## src/rtl/btn_cond_pkg.sv

```systemverilog
// Shared types and defaults for the push-button pulse conditioner.
// Holds the channel-state encoding, default timing constants and the L/R arbiter.
package btn_cond_pkg;

    typedef enum logic [1:0] {
        ST_IDLE         = 2'b00,
        ST_PRESS_WAIT   = 2'b01,
        ST_PRESSED      = 2'b10,
        ST_RELEASE_WAIT = 2'b11
    } chan_state_e;

    localparam int unsigned DEBOUNCE_CYCLES_DEF = 16;
    localparam int unsigned HOLD_CYCLES_DEF     = 64;
    localparam int unsigned REPEAT_CYCLES_DEF   = 32;

    typedef struct packed {
        logic l;
        logic r;
        logic conflict;
    } pulse_out_t;

    // Left wins a same-cycle tie; the right pulse is dropped, not queued.
    function automatic pulse_out_t arbitrate(input logic pl, input logic pr);
        pulse_out_t o;
        o.l        = pl;
        o.r        = pr & ~pl;
        o.conflict = pl & pr;
        return o;
    endfunction

endpackage

```

## src/rtl/debounce_channel.sv

```systemverilog
// One button channel: 2-flop synchroniser, debounce FSM + counter, press pulse.
// Ports: clk, reset (async, active-low), btn_raw in; pulse (1 cycle), held out.
// Optional AUTO_REPEAT_EN adds a hold counter producing repeat pulses.
module debounce_channel
    import btn_cond_pkg::*;
#(
    parameter int unsigned DEBOUNCE_CYCLES = DEBOUNCE_CYCLES_DEF,
    parameter int unsigned HOLD_CYCLES     = HOLD_CYCLES_DEF,
    parameter int unsigned REPEAT_CYCLES   = REPEAT_CYCLES_DEF
) (
    input  logic clk,
    input  logic reset,
    input  logic btn_raw,
    output logic pulse,
    output logic held
);

    localparam int CW = $clog2(DEBOUNCE_CYCLES + 1);
    localparam logic [CW-1:0] CNT_ONE  = CW'(1);
    localparam logic [CW-1:0] CNT_LAST = CW'(DEBOUNCE_CYCLES - 1);

    if (DEBOUNCE_CYCLES < 2 || DEBOUNCE_CYCLES > 65535 ||
        HOLD_CYCLES < 1 || REPEAT_CYCLES < 1) begin : g_bad_param
        $error("debounce_channel: illegal timing parameter");
    end

    logic        sync1_q, sync1_d;
    logic        sync2_q, sync2_d;
    chan_state_e state_q, state_d;
    logic [CW-1:0] cnt_q, cnt_d;
    logic        press_evt;
    logic        rep_evt;
    logic        s;

    assign s = sync2_q;

    // State register (synchroniser, FSM state, debounce counter)
    always_ff @(posedge clk or negedge reset) begin
        if (!reset) begin
            sync1_q <= 1'b0;
            sync2_q <= 1'b0;
            state_q <= ST_IDLE;
            cnt_q   <= '0;
        end else begin
            sync1_q <= sync1_d;
            sync2_q <= sync2_d;
            state_q <= state_d;
            cnt_q   <= cnt_d;
        end
    end

    // Next-state logic
    always_comb begin
        sync1_d   = btn_raw;
        sync2_d   = sync1_q;
        state_d   = state_q;
        cnt_d     = cnt_q;
        press_evt = 1'b0;
        unique case (state_q)
            ST_IDLE: begin
                if (s) begin
                    state_d = ST_PRESS_WAIT;
                    cnt_d   = CNT_ONE;
                end else begin
                    cnt_d = '0;
                end
            end
            ST_PRESS_WAIT: begin
                if (!s) begin
                    state_d = ST_IDLE;
                    cnt_d   = '0;
                end else if (cnt_q == CNT_LAST) begin
                    state_d   = ST_PRESSED;
                    cnt_d     = '0;
                    press_evt = 1'b1;
                end else begin
                    cnt_d = cnt_q + CNT_ONE;
                end
            end
            ST_PRESSED: begin
                if (!s) begin
                    state_d = ST_RELEASE_WAIT;
                    cnt_d   = CNT_ONE;
                end
            end
            ST_RELEASE_WAIT: begin
                if (s) begin
                    // Bounce back to pressed: no second pulse.
                    state_d = ST_PRESSED;
                    cnt_d   = '0;
                end else if (cnt_q == CNT_LAST) begin
                    state_d = ST_IDLE;
                    cnt_d   = '0;
                end else begin
                    cnt_d = cnt_q + CNT_ONE;
                end
            end
            default: begin
                state_d = ST_IDLE;
                cnt_d   = '0;
            end
        endcase
    end

`ifdef AUTO_REPEAT_EN
    localparam int HMAX = (HOLD_CYCLES > REPEAT_CYCLES) ? HOLD_CYCLES : REPEAT_CYCLES;
    localparam int HW   = $clog2(HMAX + 1);
    localparam logic [HW-1:0] HOLD_LAST = HW'(HOLD_CYCLES - 1);
    localparam logic [HW-1:0] REP_LAST  = HW'(REPEAT_CYCLES - 1);
    localparam logic [HW-1:0] HOLD_ONE  = HW'(1);

    logic [HW-1:0] hold_q, hold_d;
    logic          rep_phase_q, rep_phase_d;

    always_ff @(posedge clk or negedge reset) begin
        if (!reset) begin
            hold_q      <= '0;
            rep_phase_q <= 1'b0;
        end else begin
            hold_q      <= hold_d;
            rep_phase_q <= rep_phase_d;
        end
    end

    // Counts cycles spent in PRESSED with the level still high; the
    // first target is the hold delay, later targets the repeat period.
    always_comb begin
        hold_d      = hold_q;
        rep_phase_d = rep_phase_q;
        rep_evt     = 1'b0;
        if (state_q == ST_PRESSED && s) begin
            if (hold_q == (rep_phase_q ? REP_LAST : HOLD_LAST)) begin
                rep_evt     = 1'b1;
                hold_d      = '0;
                rep_phase_d = 1'b1;
            end else begin
                hold_d = hold_q + HOLD_ONE;
            end
        end else begin
            hold_d      = '0;
            rep_phase_d = 1'b0;
        end
    end
`else
    assign rep_evt = 1'b0;
`endif

    // Output logic
    always_comb begin
        pulse = press_evt | rep_evt;
        held  = (state_q == ST_PRESSED) || (state_q == ST_RELEASE_WAIT);
    end

endmodule

```

## src/rtl/button_pulse_cond.sv

```systemverilog
// Top: two debounced button channels plus registered L/R arbitration.
// Ports: clk, reset (async, active-low), btn_l_raw, btn_r_raw in;
// L, R, conflict (registered pulses), l_held, r_held out. Macro: AUTO_REPEAT_EN.
module button_pulse_cond
    import btn_cond_pkg::*;
#(
    parameter int unsigned DEBOUNCE_CYCLES = DEBOUNCE_CYCLES_DEF,
    parameter int unsigned HOLD_CYCLES     = HOLD_CYCLES_DEF,
    parameter int unsigned REPEAT_CYCLES   = REPEAT_CYCLES_DEF
) (
    input  logic clk,
    input  logic reset,
    input  logic btn_l_raw,
    input  logic btn_r_raw,
    output logic L,
    output logic R,
    output logic conflict,
    output logic l_held,
    output logic r_held
);

    logic       pl, pr;
    pulse_out_t out_q, out_d;

    debounce_channel #(
        .DEBOUNCE_CYCLES(DEBOUNCE_CYCLES),
        .HOLD_CYCLES    (HOLD_CYCLES),
        .REPEAT_CYCLES  (REPEAT_CYCLES)
    ) u_left (
        .clk    (clk),
        .reset  (reset),
        .btn_raw(btn_l_raw),
        .pulse  (pl),
        .held   (l_held)
    );

    debounce_channel #(
        .DEBOUNCE_CYCLES(DEBOUNCE_CYCLES),
        .HOLD_CYCLES    (HOLD_CYCLES),
        .REPEAT_CYCLES  (REPEAT_CYCLES)
    ) u_right (
        .clk    (clk),
        .reset  (reset),
        .btn_raw(btn_r_raw),
        .pulse  (pr),
        .held   (r_held)
    );

    always_comb begin
        out_d = arbitrate(pl, pr);
    end

    always_ff @(posedge clk or negedge reset) begin
        if (!reset) begin
            out_q <= '0;
        end else begin
            out_q <= out_d;
        end
    end

    assign L        = out_q.l;
    assign R        = out_q.r;
    assign conflict = out_q.conflict;

endmodule

```

## config.mk

```make
export PLATFORM = sky130hd
export DESIGN_NAME = button_pulse_cond
export DESIGN_NICKNAME = d
export VERILOG_FILES = /design/src/rtl/btn_cond_pkg.sv /design/src/rtl/debounce_channel.sv /design/src/rtl/button_pulse_cond.sv
export SDC_FILE = /design/constraint.sdc
export NUM_CORES = 1
export LEC_CHECK = 0
export ABC_AREA = 1
export CAP_MARGIN = 30
export CORE_ASPECT_RATIO = 0.75
export CORE_MARGIN = 5
export CORE_UTILIZATION = 30
export CTS_BUF_LIST = sky130_fd_sc_hd__clkbuf_2
export DETAILED_ROUTE_END_ITERATION = 8
export PLACE_DENSITY = 0.46
export SYNTH_ARGS = -nofsm -noshare
export SYNTH_HDL_FRONTEND = slang
export SYNTH_SLANG_ARGS = --single-unit
```

## constraint.sdc

```tcl
create_clock -name clk -period 1.47 [get_ports clk]
set_input_delay 0.147 -clock clk [delete_from_list [all_inputs] [get_ports clk]]
set_output_delay 0.147 -clock clk [all_outputs]
set_load 0.02 [all_outputs]
```

Yosys cells after proc, flatten, opt, wreduce, memory -nomap -nowiden
Index checks and enable logic that the tools add are counted.

Bits in read-only memories: 0. Memory bits (writable): 0. Register bits after elaboration: 21. Bits in latches: 0. Input port bits: 4. Output and inout bits: 5. Memories kept: 0. Word-level logic and storage cells: 70.

Shift-type cells: 0. Order comparisons: 0. Eq/ne operators: 16. Reductions and logical operators: 6. $mul: 0. Muxes and demuxes: 32. Div/mod/pow operators: 0. Bitwise logic cells: 3. Add/sub/neg operators: 2.

Operator list (count): 2-to-1 mux 5 bit (8); one-hot mux 5 bit (4 select lines) (2); 2-to-1 mux 2 bit (12); one-hot mux 2 bit (4 select lines) (2); adder 5 x 1 -> 5 bit (second input constant) (2); == test 5 x 4 -> 1 bit (second input constant) (2); == test 2 bit (second input constant) (4); 2-to-1 mux 1 bit (8); AND reduction 4 bit (2); inequality test 3 x 1 -> 1 bit (second input constant) (2); inequality test 3 bit (second input constant) (2); == test 2 x 1 -> 1 bit (second input constant) (2); logical NOT 2 bit (2); inequality test 2 x 1 -> 1 bit (second input constant) (2); inequality test 2 bit (second input constant) (2); AND 1 bit (2); logical OR 1 bit (2); NOT 1 bit (1).

Longest topological paths before layout
Depth in word-level cells: 6. Gate-level depth with buffers: 7. Depth with buffers taken out: 7.

By module
A second synthesis with hierarchy kept.

Cell total of the unflattened synthesis: 111. Area total of the unflattened synthesis: 978.4 um^2.

By module, submodules not included: debounce_channel (area an instance 442.9 um^2, times used 2, seq. area each 225.2 um^2, cells an instance 52); button_pulse_cond (area an instance 92.6 um^2, times used 1, seq. area each 75.1 um^2, cells an instance 7).

Worst setup path after synthesis
OpenSTA, ideal clock, no wires.

Kind: reg-to-reg. From: register u_left.cnt_q[0]. To: register u_left.cnt_q[0]. Stages on the path, launching flop included: 7. Data required time: 1353 ps. Slack: 343 ps. Buffers on the path: 0. Setup time: 117 ps. Clock period less this slack: 1127 ps. Data arrival time: 1010 ps. Cells stage by stage: dfrtp_1 > ha_1 > nand3_2 > nor2_1 > nand2_1 > nand3_1 > nand2_1.

Longest elaborated chain between the ends: 4. Elaborated cells between the ends (all ways): 6. Classes of those cells: 1 x add/sub; 1 x eq/ne; 4 x mux.

RTL lines: start: declaration (line debounce_channel.sv:30) `logic [CW-1:0] cnt_q, cnt_d;`; start signal: assignment (line debounce_channel.sv:48) `cnt_q <= cnt_d;`; adder 5 x 1 -> 5 bit / == test 5 x 4 -> 1 bit (equally long branches); 2-to-1 mux 5 bit (*) (line debounce_channel.sv:72, debounce_channel.sv:91); 2-to-1 mux 5 bit (on tied branches) (line debounce_channel.sv:87, debounce_channel.sv:69); one-hot mux 5 bit (4 select lines) (*) (line debounce_channel.sv:59) `unique case (state_q)`.

Every way passes the cells marked *; elsewhere a longest branch is shown, timed or not. A chain may end at the register's enable or synchronous reset.

==> results.sh <==
export IMPL_final_layout_size_suffix_gt1_frac=0.05785
export IMPL_detail_route_vias_per_cell=4.151
export IMPL_vias=660
export IMPL_boundaryPins=9
export IMPL_endpoint_kind="flop"
export IMPL_worst_ir_drop_vdd_mv=0.3953
export IMPL_r2r_slack_ns=0.17
export IMPL_cts_buffer_count=3
export IMPL_final_period_utilization=0.8821
export IMPL_tns_ns=0
export IMPL_drt_antenna_violating_nets=0
export IMPL_fin_nets=128
export IMPL_max_stage_delay_ns=0.45
export IMPL_detailedPlacementHpwl_mm=1.154
export IMPL_die_width_um=74.19
export IMPL_worstSetupStartpointType="flop"
export IMPL_grt_pass1_wl_mm=2.739
export IMPL_crit_path_max_fanout=4
export IMPL_power_density_nw_per_um2=828.5
export IMPL_maxCapViolations=0
export IMPL_synth_net_count=116
export IMPL_n_fill_cell=309
export IMPL_die_area_um2=4314
export IMPL_maxSlewHeadroom=0.8152
export IMPL_postCtsSetupRepairBufs=0
export IMPL_grt_overflow_total=0
export IMPL_cp_arrival_ns=1.52
export IMPL_design_core_area_um2=2957
export IMPL_synth_cell_type_count=14
export IMPL_multiplexer_fraction_of_the_synthesized_cell_area=0
export IMPL_final_min_clock_period_ns=1.297
export IMPL_routed_wire_length_per_instance_um=9.686
export IMPL_critical_path_class="flop to flop"
export IMPL_total_power_uw=894.6
export IMPL_hold_viol_final=0
export IMPL_preCtsSetupSlack_ns=0.1872
export IMPL_crit_chain="ha_1 -> nand3_2 -> nor2_1 -> nand2_1 -> nand2_1 -> o21ai_1"
export IMPL_cp_slowest_cell="dfrtp_1"
export IMPL_syn_area_per_cell_um2=8.429
export IMPL_synth_seq_area_share=0.5668
export IMPL_floorplan_rows=17
export IMPL_post_synth_instance_area_um2=927.1
export IMPL_min_path_type="input pin to async pin"
export IMPL_placedCellCount=155
export IMPL_startpoint="u_left.cnt_q[0]$_DFFE_PN0P_"
export IMPL_synthXorXnorAreaFrac=0.01889
export IMPL_synth_cells=110
export IMPL_cts_max_level=1
export IMPL_hold_ws_ns=0.1452
export IMPL_initial_core_utilization=0.3136
export IMPL_die_height_um=58.15
export IMPL_seqCellArea_um2=525.5
export IMPL_drtIter0Drc=34
export IMPL_clock_root_buffer="clkbuf_2"
export IMPL_leakagePower_nw=0.6194
export IMPL_crit_required_ns=1.70
export IMPL_cts_buffer_depth=2
export IMPL_clock_skew_ns=0.008027
export IMPL_post_synth_and_or_nand_nor_area_fraction=0.2618
export IMPL_totalWireLength_mm=1.540
export IMPL_post_synth_fa_ha_maj_area_fraction=0.02699
export IMPL_clk_pin_slew_ns=0.18
export IMPL_outcome="finished, final reports clean"
export IMPL_multi_input_comb_area_um2=330.3
export IMPL_holdBufCountCts=0
export IMPL_drt_first_pass_iters=4
export IMPL_gr_usage_all_layers=0.08435
export IMPL_num_antenna_cells=0
export IMPL_synth_top_family_by_area="simple AND/OR/NAND/NOR gates"
export IMPL_rsz0062_at_grt="no"
export IMPL_achievable_frequency_ghz=0.7712
export IMPL_place_gp_congestion=0.7823
export IMPL_setup_ws_ns=0.1734
export IMPL_setup_viol=0
export IMPL_tritoncts_clock_tree="yes"
export IMPL_portBuffers=8
export IMPL_final_std_cells_w_o_fill=159
export IMPL_synthesis_yosys_warnings=0
export IMPL_grt_start_max_net_pins=22
export IMPL_cell_occurring_most_often_along_the_worst_timing_path="nand2_1"
export IMPL_r2r_start="u_left.cnt_q[0]$_DFFE_PN0P_"
export IMPL_vias_in_the_first_global_route=634
export IMPL_clkLatencyLatePin_ns=0.31
export IMPL_initial_antenna_violation_count=0
export IMPL_post_route_drc_count=0
export IMPL_cts_sinks=21
export IMPL_synth_ff_latch_count=21
export IMPL_synth_compound_area_frac=0.04858
export IMPL_worst_pin_slew_ns=0.2771
export IMPL_area_growth_synth_to_final_pct=16.46
export IMPL_report_final_slew_viol_count=0
[registers in the layout, summed over array words and instances, names as in the netlist, named ones only]
name and count:
R 1, conflict 1, u_left.s 1, u_right.sync1_q 1, u_left.state_q 1, u_right.state_q 1, u_right.cnt_q 5, L 1
u_left.sync1_q 1, u_left.cnt_q 5, u_right.s 1
[synth_stat cells]
master,count,area (um^2)
a21oi_1,6,30.03
nor3_2,1,10.01
ha_1,2,25.02
nor2_1,10,37.54
xnor2_1,2,17.52
inv_1,17,63.81
o21ai_0,2,10.01
o21ai_1,1,5.000
nand3_1,7,35.03
clkbuf_1,2,7.510
dfrtp_1,21,525.5
nand3_2,1,10.01
nand2_1,35,131.4
nand4_1,3,18.77
[through the flow]
stage                 util  area [um^2]
floorplan                -        927.1
global placement    0.3568         1055
detailed placement  0.3568         1055
CTS                 0.3627         1072
global route        0.3652         1080
finish              0.3652         1080
[worst max-delay path: cells and delay by family, from the launching register on]
family / cells / cell delay, ns
fa+ha+maj: 1 / 0.22
compound gates: 1 / 0.05
flops: 1 / 0.45
simple gates: 4 / 0.48
[layout by cell type (no fill, tap or decap), drive strengths merged, types with 2 or more instances in the layout]
cell type and n:
a21oi 6, nor2 10, o21ai 3, dfrtp 21, nand2 35, clkdlybuf4s50 3, nand3 8, clkbuf 4
nand4 3, dlygate4sd2 2, dlymetal6s2s 3, inv 17, ha 2, xnor2 2
[layer usage]
metal  track usage  vias to the layer above  routed length [um]
met5             0                        -                   0
met4       0.01550                        0                  12
met3       0.05199                        2                 129
met2        0.1187                       16                 567
met1        0.1110                      280                 829
li1              -                      362                   -
[path summary, 6_finish.rpt]
kind	endpoint	depth (start not counted)
hold / removal	conflict$_DFF_PN0_	2
min in group clk	u_right.sync1_q$_DFF_PN0_	1
setup / recovery	flop	6
setup reg to reg	flop	6
hold reg to reg	u_left.s$_DFF_PN0_	0
max in group asynchronous	u_right.state_q[0]$_DFFE_PN0P_	2
[power breakdown]
group          internal [mW]  switching, mW  total, mW
logic                 0.0215         0.0309     0.0523
clock network         0.0721          0.161      0.233
registers              0.594         0.0152      0.609
total                  0.687          0.207      0.895
[logic make-up after synthesis]
group,after synthesis
and+or+nand+nor,57
DFF,21
buffers and inverters,19
AOI/OAI and AO/OA,9
xor gates and xnor gates,2
adders and majority gates,2
[area by class of cell]
type | instances | area share
sequential | 21 | 0.4867
tap | 38 | 0.04403
inverter | 17 | 0.05910
timing repair buffer | 9 | 0.08575
multi-input combinational | 70 | 0.3059
clock buffer | 4 | 0.01854
[repair_timing]
item / in CTS / in global routing
gates cloned: 0 / 0
resized for setup: 2 / 3
endpoints found under the setup margin: 2 / 3
(Power assumes the default switching activity.)
==> patch, RTL diff (config.mk and constraints unchanged) <==
Re-encode `chan_state_e` (4 states) as one-hot, 4 bits wide.
--- a/src/rtl/btn_cond_pkg.sv
+++ b/src/rtl/btn_cond_pkg.sv
@@ -2,11 +2,11 @@
 // Holds the channel-state encoding, default timing constants and the L/R arbiter.
 package btn_cond_pkg;
 
-    typedef enum logic [1:0] {
-        ST_IDLE         = 2'b00,
-        ST_PRESS_WAIT   = 2'b01,
-        ST_PRESSED      = 2'b10,
-        ST_RELEASE_WAIT = 2'b11
+    typedef enum logic [3:0] {
+        ST_IDLE         = 4'b0001,
+        ST_PRESS_WAIT   = 4'b0010,
+        ST_PRESSED      = 4'b0100,
+        ST_RELEASE_WAIT = 4'b1000
     } chan_state_e;
 
     localparam int unsigned DEBOUNCE_CYCLES_DEF = 16;
Behaviour: same outputs for any inputs over 10 cycles, from zero or initial values and one cycle with reset low; not proved beyond that.
==> patch against the original RTL <==
- the flow now finishes with violations (negative setup slack)
- sequential share of layout area is 14 points lower
- synthesized area grew 41%
- sequential cell count grew 4
- count of clock-buffer cells in the layout stayed put
- non-clock buffer count grew 28
- critical path depth is 6 higher
- worst hold slack got worse by 0.012 ns
- setup slack lost 0.24 ns
- cell area grew 68%
- total power increased to 2.7 times the old value
- routed wire length grew 89%
==> patch: results (changes against the original RTL) <==
use_met3_pct: 3.29  # was 5.20%
place_ws_ns: -0.106  # was 0.187 ns
ys_seq_area_share_pct: 48.1  # was 56.7%
violations: "negative setup slack"
routed_via_density: 4.56  # was 4.15
leakagePower_nw: 0.899  # was 0.619 nW
synth_top_cells_by_count: "nand2_1, dfrtp_1, inv_1, nor2_1, nand3_1"  # unchanged
path_max_fanout: 3  # was 4
wl_per_cell_um: 10.9  # was 9.69 um
gp_congestion: 0.880  # was 0.782
clock_latency_ns: 0.33  # was 0.31 ns
nNetsFinal: 218  # was 128
route.final.wire_length_mm: 2.91  # was 1.54 mm
setup_viol: 2  # was 0
skew_ns: 0.00307  # was 0.00803 ns
gr-usage-met1_pct: 14.6  # was 11.1%
detailed_place_hpwl_mm: 2.01  # was 1.15 mm
finalWorstSetupSlack_ns: -0.0684  # was 0.173 ns
fillers: 412  # was 309
status: "complete, but fails checks"  # was finished, final reports clean
yosys-top-cells-area: "dfrtp_1, nand2_1, inv_1"  # unchanged
synth_cell_types: 23  # was 14
arrival_ns: 1.84  # was 1.52 ns
place_inst: 250  # was 155
grt_pass1_wl_mm: 5.24  # was 2.74 mm
synth_fa_ha_area_share_pct: 1.92  # was 2.70%
synth_xor_area_share_pct: 0.670  # was 1.89%
-- patch: cell types whose count changed after synthesis, sizes merged, moves of 2 or more --
cell and delta:
clkbuf -2, dfstp +2, o21ai +7, nand2 +23, nor2 +9, a21oi +4
inv +7, xnor2 -2, nand3 +5, dfrtp +2
-- patch: final cells by class --
class | count | area [sq um] | share of cell area [%]
timing repair buffer | 37 | 308 | 17.0
sequential | 25 | 628 | 34.7
clock buffer | 4 | 20.0 | 1.11
inverter | 24 | 90.1 | 4.98
multi-input combinational | 121 | 694 | 38.4
tap | 55 | 68.8 | 3.80
-- patch: kinds of logic after synthesis --
logic type               count (synthesis)
flip-flops                              25
XOR/XNOR                                 1
AO/OA/AOI/OAI                           24
AND/OR/NAND/NOR                         94
buffers and inverters                   24
adder cells (fa/ha/maj)                  2
-- patch: worst max path at each step --
stage / start / endpoint / slack (ns) / depth (start not counted)
floorplan: u_right.state_q[1]$_DFFE_PN0P_ / u_right.state_q[0]$_DFFE_PN1P_ / 0.23 / 6
global placement: u_left.state_q[0]$_DFFE_PN1P_ / l_held / -0.07 / 6
detailed placement: u_left.state_q[0]$_DFFE_PN1P_ / l_held / -0.11 / 6
CTS: u_left.state_q[0]$_DFFE_PN1P_ / l_held / -0.13 / 6
global route: u_left.state_q[0]$_DFFE_PN1P_ / l_held / -0.16 / 6
finish: u_left.state_q[2]$_DFFE_PN0P_ / u_left.state_q[0]$_DFFE_PN1P_ / -0.07 / 12
-- patch: metal layers --
layer,part of all wire [%],wire length (um),vias to the layer above
li1,-,-,623
met1,49,1440,560
met2,46,1330,25
met3,4.0,117,4
met4,1.1,32,0
met5,0,0,-
-- patch: through the flow --
step | power [W] | instance area, sq um | util (%)
CTS | 0.00226 | 1700 | 41.2
floorplan | 0.00149 | 1310 | -
global route | 0.00261 | 1810 | 43.8
finish | 0.00239 | 1810 | 43.8
global placement | 0.00182 | 1580 | 38.3
detailed placement | 0.00182 | 1580 | 38.3
-- patch: power breakdown --
| part | total, W | leakage, nW | switching [W] | internal (W) |
|---|---|---|---|---|
| logic | 0.00122 | 0.554 | 0.000677 | 0.000546 |
| registers | 0.000898 | 0.329 | 0.0000869 | 0.000811 |
| clock network | 0.000270 | 0.0166 | 0.000198 | 0.0000719 |
| total | 0.00239 | 0.899 | 0.000962 | 0.00143 |
-- patch: timing repair --
action | CTS | global route
endpoints found under the setup margin | 5 | 18
pin swaps | 5 | 9
gates resized for setup | 24 | 28
hold endpoints to repair | 0 | 0
setup buffers | 10 | 4
